## config.mk

```make
export PLATFORM = sky130hd
export DESIGN_NAME = ntt_result_serializer_flat
export DESIGN_NICKNAME = d
export VERILOG_FILES = /design/src/rtl/ntt_result_serializer_pkg.sv /design/src/rtl/ntt_result_serializer_if.sv /design/src/rtl/ntt_out_index_gen.sv /design/src/rtl/ntt_result_serializer.sv /design/src/flat_wrapper.sv
export SDC_FILE = /design/constraint.sdc
export NUM_CORES = 1
export LEC_CHECK = 0
export ABC_AREA = 1
export BUFFER_PORTS_ARGS = -buffer_cell sky130_fd_sc_hd__buf_2
export CAP_MARGIN = 25
export CELL_PAD_IN_SITES_DETAIL_PLACEMENT = 1
export CELL_PAD_IN_SITES_GLOBAL_PLACEMENT = 1
export CORE_MARGIN = 5
export CORE_UTILIZATION = 40
export DETAILED_ROUTE_END_ITERATION = 6
export GPL_TIMING_DRIVEN = 0
export MAX_ROUTING_LAYER = met4
export PLACE_DENSITY = 0.9
export SYNTH_ARGS = -nofsm -noshare
export SYNTH_HDL_FRONTEND = slang
export SYNTH_SLANG_ARGS = --single-unit
```

## constraint.sdc

```tcl
create_clock -name clk -period 2.05 [get_ports clk]
set_input_delay 0.3075 -clock clk [delete_from_list [all_inputs] [get_ports clk]]
set_output_delay 0.3075 -clock clk [all_outputs]
set_load 0.005 [all_outputs]
```

## src/rtl/ntt_result_serializer_pkg.sv

```systemverilog
// ntt_result_serializer_pkg: shared constants, FSM state type and index bit-reversal helper.
// Revision: 1.0
`default_nettype none

package ntt_result_serializer_pkg;

  localparam int DEF_N = 17;
  localparam int DEF_D = 16;
  localparam int IDXW  = $clog2(DEF_D);

  typedef enum logic [0:0] {
    ST_IDLE   = 1'b0,
    ST_STREAM = 1'b1
  } state_e;

  // Reverses the low 'width' bits of 'index'; higher bits are dropped.
  function automatic int unsigned bitrev(input int unsigned index, input int unsigned width);
    int unsigned r;
    r = 0;
    for (int unsigned i = 0; i < 32; i++) begin
      if (i < width && index[i]) r[width-1-i] = 1'b1;
    end
    return r;
  endfunction

endpackage

`default_nettype wire

```

## src/rtl/ntt_result_serializer_if.sv

```systemverilog
// ntt_result_serializer_if: vector capture and coefficient stream signals of the serializer.
// Revision: 1.0
`default_nettype none

interface ntt_result_serializer_if #(
  parameter int N = 17,
  parameter int D = 16
);
  localparam int IW = $clog2(D);

  logic             start;
  logic             inv;
  logic [D*N-1:0]   an_in;
  logic             in_ready;
  logic [N-1:0]     coef_out;
  logic [IW-1:0]    coef_idx;
  logic             coef_valid;
  logic             coef_ready;
  logic             coef_last;
  logic             coef_inv;
  logic             overrun;

  modport slave (
    input  start, inv, an_in, coef_ready,
    output in_ready, coef_out, coef_idx, coef_valid, coef_last, coef_inv, overrun
  );

  modport master (
    output start, inv, an_in, coef_ready,
    input  in_ready, coef_out, coef_idx, coef_valid, coef_last, coef_inv, overrun
  );
endinterface

`default_nettype wire

```

## src/rtl/ntt_out_index_gen.sv

```systemverilog
// ntt_out_index_gen: position counter, last flag and natural/bit-reversed emitted index.
// Revision: 1.0
`default_nettype none

module ntt_out_index_gen
  import ntt_result_serializer_pkg::*;
#(
  parameter int D      = 16,
  parameter int BITREV = 1
) (
  input  wire logic                 clk,
  input  wire logic                 rst,
  input  wire logic                 advance,
  input  wire logic                 inv,
  output logic [$clog2(D)-1:0]      idx,
  output logic                      cnt_last
);
  localparam int IW = $clog2(D);

  logic [IW-1:0] cnt_q;
  logic [IW-1:0] cnt_d;

  // Counter wraps D-1 -> 0 naturally, so a last transfer leaves it ready for the next vector.
  always_comb begin
    cnt_d = cnt_q;
    if (advance) cnt_d = cnt_q + IW'(1);
  end

  always_ff @(posedge clk or negedge rst) begin
    if (!rst) cnt_q <= '0;
    else      cnt_q <= cnt_d;
  end

  assign cnt_last = (cnt_q == IW'(D - 1));

  if (BITREV != 0) begin : g_bitrev
    assign idx = inv ? cnt_q : IW'(bitrev(32'(cnt_q), IW));
  end else begin : g_natural
    assign idx = cnt_q;
  end

endmodule

`default_nettype wire

```

## src/rtl/ntt_result_serializer.sv

```systemverilog
// ntt_result_serializer: captures a D*N-bit NTT result vector and streams it one coefficient per handshake.
// Revision: 1.0
`default_nettype none

module ntt_result_serializer
  import ntt_result_serializer_pkg::*;
#(
  parameter int N      = 17,
  parameter int D      = 16,
  parameter int BITREV = 1
) (
  input  wire logic                  clk,
  input  wire logic                  rst,
  ntt_result_serializer_if.slave     bus
);
  localparam int IW = $clog2(D);

  state_e          state_q, state_d;
  logic [D*N-1:0]  vec_q, vec_d;
  logic            inv_q, inv_d;
  logic            overrun_q, overrun_d;

  logic            w_stream;
  logic            w_xfer;
  logic            w_in_ready;
  logic            w_accept;
  logic            w_cnt_last;
  logic [IW-1:0]   w_idx;
  logic [N-1:0]    coef_arr [D];

  assign w_stream   = (state_q == ST_STREAM);
  assign w_xfer     = w_stream && bus.coef_ready;
  // Only path from coef_ready to an output: lets a new vector land in the same cycle as the last transfer.
  assign w_in_ready = !w_stream || (w_cnt_last && bus.coef_ready);
  assign w_accept   = bus.start && w_in_ready;

  ntt_out_index_gen #(
    .D      (D),
    .BITREV (BITREV)
  ) u_index_gen (
    .clk      (clk),
    .rst      (rst),
    .advance  (w_xfer),
    .inv      (inv_q),
    .idx      (w_idx),
    .cnt_last (w_cnt_last)
  );

  for (genvar k = 0; k < D; k++) begin : g_split
    assign coef_arr[k] = vec_q[k*N +: N];
  end

  always_comb begin
    state_d   = state_q;
    vec_d     = vec_q;
    inv_d     = inv_q;
    overrun_d = overrun_q | (bus.start & ~w_in_ready);
    if (w_accept) begin
      vec_d = bus.an_in;
      inv_d = bus.inv;
    end
    case (state_q)
      ST_IDLE:   if (w_accept) state_d = ST_STREAM;
      ST_STREAM: if (w_xfer && w_cnt_last && !w_accept) state_d = ST_IDLE;
      default:   state_d = ST_IDLE;
    endcase
  end

  always_ff @(posedge clk or negedge rst) begin
    if (!rst) begin
      state_q   <= ST_IDLE;
      vec_q     <= '0;
      inv_q     <= 1'b0;
      overrun_q <= 1'b0;
    end else begin
      state_q   <= state_d;
      vec_q     <= vec_d;
      inv_q     <= inv_d;
      overrun_q <= overrun_d;
    end
  end

  assign bus.in_ready   = w_in_ready;
  assign bus.coef_valid = w_stream;
  assign bus.coef_last  = w_stream && w_cnt_last;
  assign bus.coef_idx   = w_idx;
  assign bus.coef_out   = coef_arr[w_idx];
  assign bus.coef_inv   = inv_q;
  assign bus.overrun    = overrun_q;

endmodule

`default_nettype wire

```

## src/flat_wrapper.sv

```systemverilog
// flat-port wrapper written by rule: the top's interface ports become plain ports
module ntt_result_serializer_flat import ntt_result_serializer_pkg::*;
#(
  parameter int N      = 17,
  parameter int D      = 16,
  parameter int BITREV = 1
)
  (clk, rst, bus_start, bus_inv, bus_an_in, bus_coef_ready, bus_in_ready, bus_coef_out, bus_coef_idx, bus_coef_valid, bus_coef_last, bus_coef_inv, bus_overrun);
  ntt_result_serializer_if #(.N(N), .D(D)) bus_i ();
  input  wire logic clk;
  input  wire logic rst;
  input wire logic [$bits(bus_i.start)-1:0] bus_start;
  input wire logic [$bits(bus_i.inv)-1:0] bus_inv;
  input wire logic [$bits(bus_i.an_in)-1:0] bus_an_in;
  input wire logic [$bits(bus_i.coef_ready)-1:0] bus_coef_ready;
  output wire logic [$bits(bus_i.in_ready)-1:0] bus_in_ready;
  output wire logic [$bits(bus_i.coef_out)-1:0] bus_coef_out;
  output wire logic [$bits(bus_i.coef_idx)-1:0] bus_coef_idx;
  output wire logic [$bits(bus_i.coef_valid)-1:0] bus_coef_valid;
  output wire logic [$bits(bus_i.coef_last)-1:0] bus_coef_last;
  output wire logic [$bits(bus_i.coef_inv)-1:0] bus_coef_inv;
  output wire logic [$bits(bus_i.overrun)-1:0] bus_overrun;
  assign bus_i.start = bus_start;
  assign bus_i.inv = bus_inv;
  assign bus_i.an_in = bus_an_in;
  assign bus_i.coef_ready = bus_coef_ready;
  assign bus_in_ready = bus_i.in_ready;
  assign bus_coef_out = bus_i.coef_out;
  assign bus_coef_idx = bus_i.coef_idx;
  assign bus_coef_valid = bus_i.coef_valid;
  assign bus_coef_last = bus_i.coef_last;
  assign bus_coef_inv = bus_i.coef_inv;
  assign bus_overrun = bus_i.overrun;
  ntt_result_serializer #(.N(N), .D(D), .BITREV(BITREV)) u_core (.clk(clk), .rst(rst), .bus(bus_i));
endmodule
```

==> impl_metrics.csv, run 1 <==
group,metric,value,unit
logic_synthesis,synthMuxAreaShare,0,
floorplan,start_util,0.403,
logic_synthesis,syn_inst,1790,
worst_setup_path,r2r-start,"u_core.u_index_gen.cnt_q[0]$_DFFE_PN0N_",
cts,clk_path_buf_depth,3,
grt,antenna_found_initial,6,
logic_synthesis,yosys_register_bits,279,
cts,numCtsBuffers,30,
status,status,"complete, but fails checks",
worst_setup_path,required,1740,ps
logic_synthesis,synthArstFlopShare,1.00,
finish,fin_util,0.576,
worst_setup_path,crit_arrival,2540,ps
finish,drive_gt1_frac,0.342,
sta,timing.final.ws_setup,-797,ps
routing,dr.pass1.iters,6,
sta,holdWs,-18.4,ps
logic_synthesis,synth_top_flop_cell,"dfrtp_1",
logic_synthesis,yosys.area_share.simple,0.282,
finish,fin_nets,2478,
power_and_ir_drop,leakagePower,10.2,nW
floorplan,core,0.0344,mm²
sta,worst_pin_slew,858,ps
placement,place_congestion,0.956,
worst_setup_path,cp-end-kind,"output port",
floorplan,row_count,68,
worst_setup_path,cp_slowest_stage_delay,460,ps
sta,min_period,2850,ps
routing,vias,16245,
grt,gr-total-overflow,0,
worst_setup_path,crit_type,"flop to output port",
worst_setup_path,crit_family,"buffers and inverters",
routing,via_per_inst,6.04,
worst_setup_path,crit_fanout,10,
grt,grt_pass1_wl,99.7,mm
cts,htree_num_levels,1,
logic_synthesis,synthAdderAreaFrac,0.000903,
grt,track_usage,0.345,
worst_setup_path,r2r_end,"u_core.vec_q[134]$_DFFE_PN0P_",
cts,clk_pin_slew,70,ps
routing,postRouteWirelength,75.9,mm
power_and_ir_drop,powerDensity,1960,mW/mm²
worst_setup_path,slowest_stage,"dfrtp_2",
floorplan,dieArea,0.0385,mm²
logic_synthesis,synth_edf_count,0,
sta,setup_viol,296,
worst_setup_path,cp_num_buf_inv,4,
floorplan,die_w,196,µm
cts,tritoncts,"yes",
routing,drt-initial-drc-count,1737,
flow_run,cap_viol_max_count,0,
cts,cts_root_buf,"clkbuf_16",
cts,clkLatencyLatePin,590,ps
power_and_ir_drop,internal_power,19.6,mW
placement,io_buffers,301,
finish,fill_cells,4045,
power_and_ir_drop,p_clk_frac,0.150,
floorplan,num_io_pins,303,
routing,final_antenna_net_count,0,
sta,finalClockSkew,20.7,ps
logic_synthesis,synth_cell_type_count,22,
logic_synthesis,synth_warnings,0,
worst_setup_path,reg2regPathDepth,12,
grt,grt_max_degree,105,
power_and_ir_drop,switchingPower,19.2,mW
finish,seq_area,0.00699,mm²
sta,hold_violations,33,
routing,wl_per_cell,28.2,µm
power_and_ir_drop,seqPwrFrac,0.237,
sta,drv_slew,0,
sta,max_freq,0.351,GHz
cts,cts_sinks,279,
placement,dp_cells,2548,
sta,max_slew_margin,0.428,
worst_setup_path,crit_chain,"buf_8, nand2_1, o21ai_4, inv_2, buf_4, nand3_1, nand3_2, nand2_1, buf_4",
logic_synthesis,synthesis.nets,2068,
min_path,min_path_cells,3,
logic_synthesis,synth_compound_area_frac,0.0907,
min_path,min_to,"u_core.vec_q[147]$_DFFE_PN0P_",
logic_synthesis,yosys.area_share.xor_xnor,0.00190,
power_and_ir_drop,power.total,38.8,mW
sta,setup_tns,-98560,ps
min_path,hold_class,"input port to flop",
logic_synthesis,synth_top_family_by_area,"simple AND/OR/NAND/NOR gates",
worst_setup_path,rrSetupSlack,-450,ps
logic_synthesis,synth.avg_cell_area,7.74,µm²
status,violations,"hold timing, setup timing",
min_path,hold_path.startpoint,"bus_an_in[147]",
grt,grt_pass1_vias,16913,
finish,instances_no_fill,2688,
power_and_ir_drop,vdd_ir_drop_max,0.000929,V
floorplan,fp.dieH,196,µm
placement,dpl.hpwl,43.9,mm
sta,rsz0062_at_grt,"yes",
power_and_ir_drop,pwr-share-comb,0.613,
finish,multiInputGateArea,0.00649,mm²
power_and_ir_drop,power.share.switching,0.494,
logic_synthesis,synth_area,0.0139,mm²
sta,timing.final.crit_share,1.39,
worst_setup_path,start_kind,"flop",
logic_synthesis,seq_area_frac_synth,0.504,
finish,area_growth,42.9,%
routing,route.detailed.drc,0,
-- cells in the mapped netlist (2+ instances only) --
library cell / count / area (µm²)
inv_1: 245 / 920
o21ai_2: 3 / 26.3
dfrtp_1: 279 / 6980
inv_2: 2 / 7.51
nand3b_1: 34 / 255
buf_2: 91 / 455
buf_4: 5 / 37.5
xor2_1: 3 / 26.3
clkbuf_1: 12 / 45.0
nor2_1: 241 / 905
buf_1: 2 / 7.51
a21oi_1: 240 / 1200
nand3_1: 359 / 1800
buf_6: 17 / 191
nand2_2: 3 / 18.8
nand2_1: 248 / 931
-- worst reg2reg max path, cell delays in order (launching register included) --
cell and delay [ps]:
dfrtp_2 470, buf_4 160, buf_12 100, ha_1 250, nand3_4 140, o21ai_4 210, buf_6 140, nand2_8 120
buf_6 200, buf_12 150, buf_4 190, nor2_4 180, a21oi_1 60
-- registers in the layout, indices dropped and copies added (netlist names) --
name,flops
u_core.bus.overrun,1
u_core.vec_q,272
u_core.bus.coef_valid,1
u_core.u_index_gen.cnt_q,4
u_core.bus.coef_inv,1
-- power groups by stage --
| stage | clock (mW) | sequential [mW] | combinational, mW |
|---|---|---|---|
| 2_1_floorplan | 0 | 8.58 | 9.45 |
| 3_3_place_gp | 0 | 8.73 | 14.7 |
| 3_5_place_dp | 0 | 8.91 | 15.4 |
| 4_1_cts | 5.61 | 8.88 | 18.4 |
| 5_1_grt | 5.97 | 9.28 | 24.4 |
| 6_report | 5.80 | 9.19 | 23.8 |
-- layout make-up --
| cell class | count | share of cell area |
|---|---|---|
| flip-flops and latches | 279 | 0.353 |
| multi-input cells | 1136 | 0.328 |
| repair buffers | 381 | 0.129 |
| plain buffers | 124 | 0.0617 |
| inverters | 248 | 0.0474 |
| clock buffers | 40 | 0.0439 |
| well taps | 455 | 0.0288 |
| clock inverters | 14 | 0.00689 |
| diodes | 11 | 0.00139 |
-- routing by layer --
layer	up-vias	track usage	wire, µm	part of all wire
met2	1321	0.554	34800	0.46
met4	0	0.197	6850	0.090
met3	484	0.0632	7250	0.096
met1	7908	0.410	26900	0.36
met5	-	-	0	0
li1	6532	-	-	-
-- worst max path at each step --
stage | from | endpoint | depth (start not counted)
floorplan | u_core.bus.coef_inv$_DFFE_PN0P_ | bus_coef_out[10] | 6
global route | u_core.u_index_gen.cnt_q[3]$_DFFE_PN0N_ | bus_coef_out[6] | 9
CTS | u_core.u_index_gen.cnt_q[2]$_DFFE_PN0N_ | bus_coef_out[8] | 8
detailed placement | u_core.bus.coef_inv$_DFFE_PN0P_ | bus_coef_out[8] | 10
global placement | rst | u_core.vec_q[147]$_DFFE_PN0P_ | 1
finish | u_core.bus.coef_inv$_DFFE_PN0P_ | bus_coef_out[5] | 9
-- through the flow --
step	setup WS, ps	cell area, µm²
floorplan	382	13900
global placement	-4420	15900
detailed placement	-393	16000
CTS	-623	18800
global route	-770	19800
finish	-797	19800
-- kinds of logic after synthesis --
| group | count (synthesis) |
|---|---|
| AOI/OAI and AO/OA | 246 |
| xor gates and xnor gates | 3 |
| adders and majority gates | 1 |
| buffers and inverters | 375 |
| DFF | 279 |
| and+or+nand+nor | 886 |
-- timing repair --
item	CTS	global route
endpoints found under the hold margin	110	4
hold buffers	39	4
gates cloned	5	4
endpoints found under the setup margin	242	296
resized for setup	324	187
buffers inserted	19	7
pin swaps	12	43
-- layout by cell type (no fill, tap or decap), types with 13 or more instances in the layout --
cell           count
a21oi_1          227
a21oi_2           13
buf_2            300
buf_4             49
buf_6             55
buf_8             17
clkbuf_16         34
dfrtp_1          276
dlygate4sd3_1     43
inv_1            242
nand2_1          221
nand2_2           21
nand3_1          234
nand3_2          104
nand3_4           21
nand3b_1          34
nor2_1           172
nor2_2            48
nor2_4            21
(Power assumes the default switching activity.)
==> run 2, diff against run 1 <==
Settings changed: SETUP_SLACK_MARGIN set to 0.1.
==> run 2 against run 1 <==
Against the previous run: setup slack improved by 35 ps; the flow finishes with violations (DRC, hold timing, setup timing); critical path type unchanged; largest power group unchanged; combinational power fell by 5%; critical endpoint unchanged; non-clock buffer count fell by 6; maximum frequency rose by 1.2%; utilization fell by 0.41 points; critical path depth rose by 3; sequential power fell by 0.4%.
==> impl_metrics.csv, run 2 (synthesis gave the netlist of run 1 again) <==
group,metric,value,unit
status,status,"complete, but fails checks",
status,violations,"DRC, hold timing, setup timing",
worst_setup_path,required,1740,ps
placement,dpl.hpwl,43.9,mm
sta,setup_viol,296,
worst_setup_path,crit_start,"u_core.bus.coef_inv$_DFFE_PN0P_",
worst_setup_path,critPathCapture,"bus_coef_out[5]",
worst_setup_path,crit_family,"buffers and inverters",
cts,cts_sinks,279,
sta,timing.final.crit_share,1.37,
finish,layout_common_cells,"buf_2, dfrtp_1, nand3_1",
sta,max_freq,0.356,GHz
finish,fin_util,0.572,
cts,numCtsBuffers,30,
sta,worst_pin_slew,1010,ps
worst_setup_path,crit_chain,"buf_6, buf_6, nand2_4, o21ai_4, buf_12, buf_12, buf_12, nand3_2, nand3_2, nand3_2, nand2_1, buf_2",
worst_setup_path,rrSetupSlack,-620,ps
power_and_ir_drop,powerDensity,1910,mW/mm²
routing,postRouteWirelength,73.2,mm
floorplan,fp.dieH,196,µm
worst_setup_path,cp-end-kind,"output port",
sta,hold_violations,4,
flow_run,cap_viol_max_count,0,
sta,finalClockSkew,15.2,ps
sta,drv_slew,0,
cts,clk_pin_slew,70,ps
sta,holdWs,-8.03,ps
cts,tritoncts,"yes",
routing,route.detailed.drc,2,
worst_setup_path,r2r-start,"u_core.u_index_gen.cnt_q[0]$_DFFE_PN0N_",
finish,fin_nets,2473,
sta,rsz0062_at_grt,"yes",
finish,drive_gt1_frac,0.346,
grt,grt_max_degree,105,
power_and_ir_drop,leakagePower,10.0,nW
finish,area_growth,41.9,%
cts,cts_root_buf,"clkbuf_16",
worst_setup_path,reg2regPathDepth,11,
worst_setup_path,start_kind,"flop",
placement,place_ws,-393,ps
min_path,hold_class,"input port to flop",
sta,setup_tns,-104520,ps
worst_setup_path,cp_num_buf_inv,6,
routing,wl_per_cell,27.4,µm
floorplan,row_count,68,
routing,dr.pass1.iters,7,
finish,fill_cells,4056,
worst_setup_path,crit_fanout,6,
cts,clkLatencyLatePin,590,ps
sta,min_period,2810,ps
finish,layout_commonest_cell,"buf_2",
routing,drt-initial-drc-count,1669,
routing,vias,15945,
grt,grt_pass1_vias,16332,
routing,via_per_inst,5.97,
floorplan,dieArea,0.0385,mm²
sta,max_slew_margin,0.329,
grt,track_usage,0.327,
worst_setup_path,cp_slowest_stage_delay,460,ps
cts,clk_path_buf_depth,3,
floorplan,start_util,0.403,
cts,htree_num_levels,1,
placement,io_buffers,301,
sta,timing.final.ws_setup,-763,ps
grt,grt_pass1_wl,94.4,mm
floorplan,core,0.0344,mm²
placement,place_congestion,0.956,
worst_setup_path,crit_type,"flop to output port",
finish,top_regs,"u_core.vec_q x272, u_core.u_index_gen.cnt_q x4",
finish,largest_register_ffs,272,
routing,final_antenna_net_count,0,
grt,antenna_found_initial,0,
worst_setup_path,slowest_stage,"dfrtp_2",
finish,diodes,0,
finish,regMostFlops,"u_core.vec_q",
floorplan,num_io_pins,303,
floorplan,die_w,196,µm
worst_setup_path,crit_arrival,2510,ps
worst_setup_path,r2r_end,"u_core.vec_q[205]$_DFFE_PN0P_",
grt,gr-total-overflow,0,
worst_setup_path,worstSetupPathDepth,12,
power_and_ir_drop,vdd_ir_drop_max,0.00102,V
## run 2: cell count changes in the layout (fill, tap and decap cells not counted), sizes merged
cell / before / now
clkbuf: 64 / 56
buf: 438 / 442
dlygate4sd3: 43 / 41
diode: 11 / 0
nand2: 251 / 252
## run 2: what timing repair did
action / CTS / global route
gates resized for setup: 259 / 262
endpoints found under the setup margin: 296 / 296
cloned: 4 / 4
buffers inserted: 17 / 5
endpoints found under the hold margin: 109 / 3
hold buffers: 38 / 3
pin swaps: 12 / 22
## run 2: layout make-up
cell class	count	area (µm²)	area share
flip-flops and latches	279	6990	0.355
clock inverters	14	136	0.00694
well taps	455	569	0.0290
clock buffers	40	870	0.0442
multi-input cells	1137	6530	0.332
inverters	248	936	0.0476
repair buffers	373	2440	0.124
plain buffers	126	1200	0.0610
## run 2: report_power, final
part           total [mW]  internal, mW  switching (mW)
combinational        22.7          7.90            14.8
clock                5.74          3.23            2.51
sequential           9.15          7.98            1.17
## run 2: worst min path at each step
stage / start / cells after the start / slack (ps) / end
finish: bus_an_in[188] / 3 / -8 / u_core.vec_q[188]$_DFFE_PN0P_
global route: bus_an_in[228] / 3 / -5 / u_core.vec_q[228]$_DFFE_PN0P_
CTS: bus_an_in[63] / 3 / 0.04 / u_core.vec_q[63]$_DFFE_PN0P_
detailed placement: rst / 1 / 340 / u_core.vec_q[105]$_DFFE_PN0P_
global placement: u_core.vec_q[248]$_DFFE_PN0P_ / 2 / 450 / u_core.vec_q[248]$_DFFE_PN0P_
floorplan: rst / 0 / 10 / u_core.bus.coef_inv$_DFFE_PN0P_
## run 2: per-stage QoR
stage	cells	cell area [µm²]	hold slack (ps)	power [mW]
6_report	2672	19700	-8.03	37.5
5_1_grt	2672	19700	-4.68	38.5
4_1_cts	2660	18500	0.0418	32.8
3_5_place_dp	2548	16000	337	24.3
3_3_place_gp	2546	15900	447	23.5
2_1_floorplan	1790	13900	11.9	18.0
## run 2: per-layer routing
metal  up-vias  part of all wire  track usage
li1       6520                 -            -
met5         -                 0            -
met3       408             0.095       0.0434
met1      7847              0.36        0.398
met4         0             0.084        0.183
met2      1170              0.46        0.527
## run 2: tightest hold or removal path: stages
cell     delay, ps
buf_2           80
nor2_1          30
a21oi_1        100
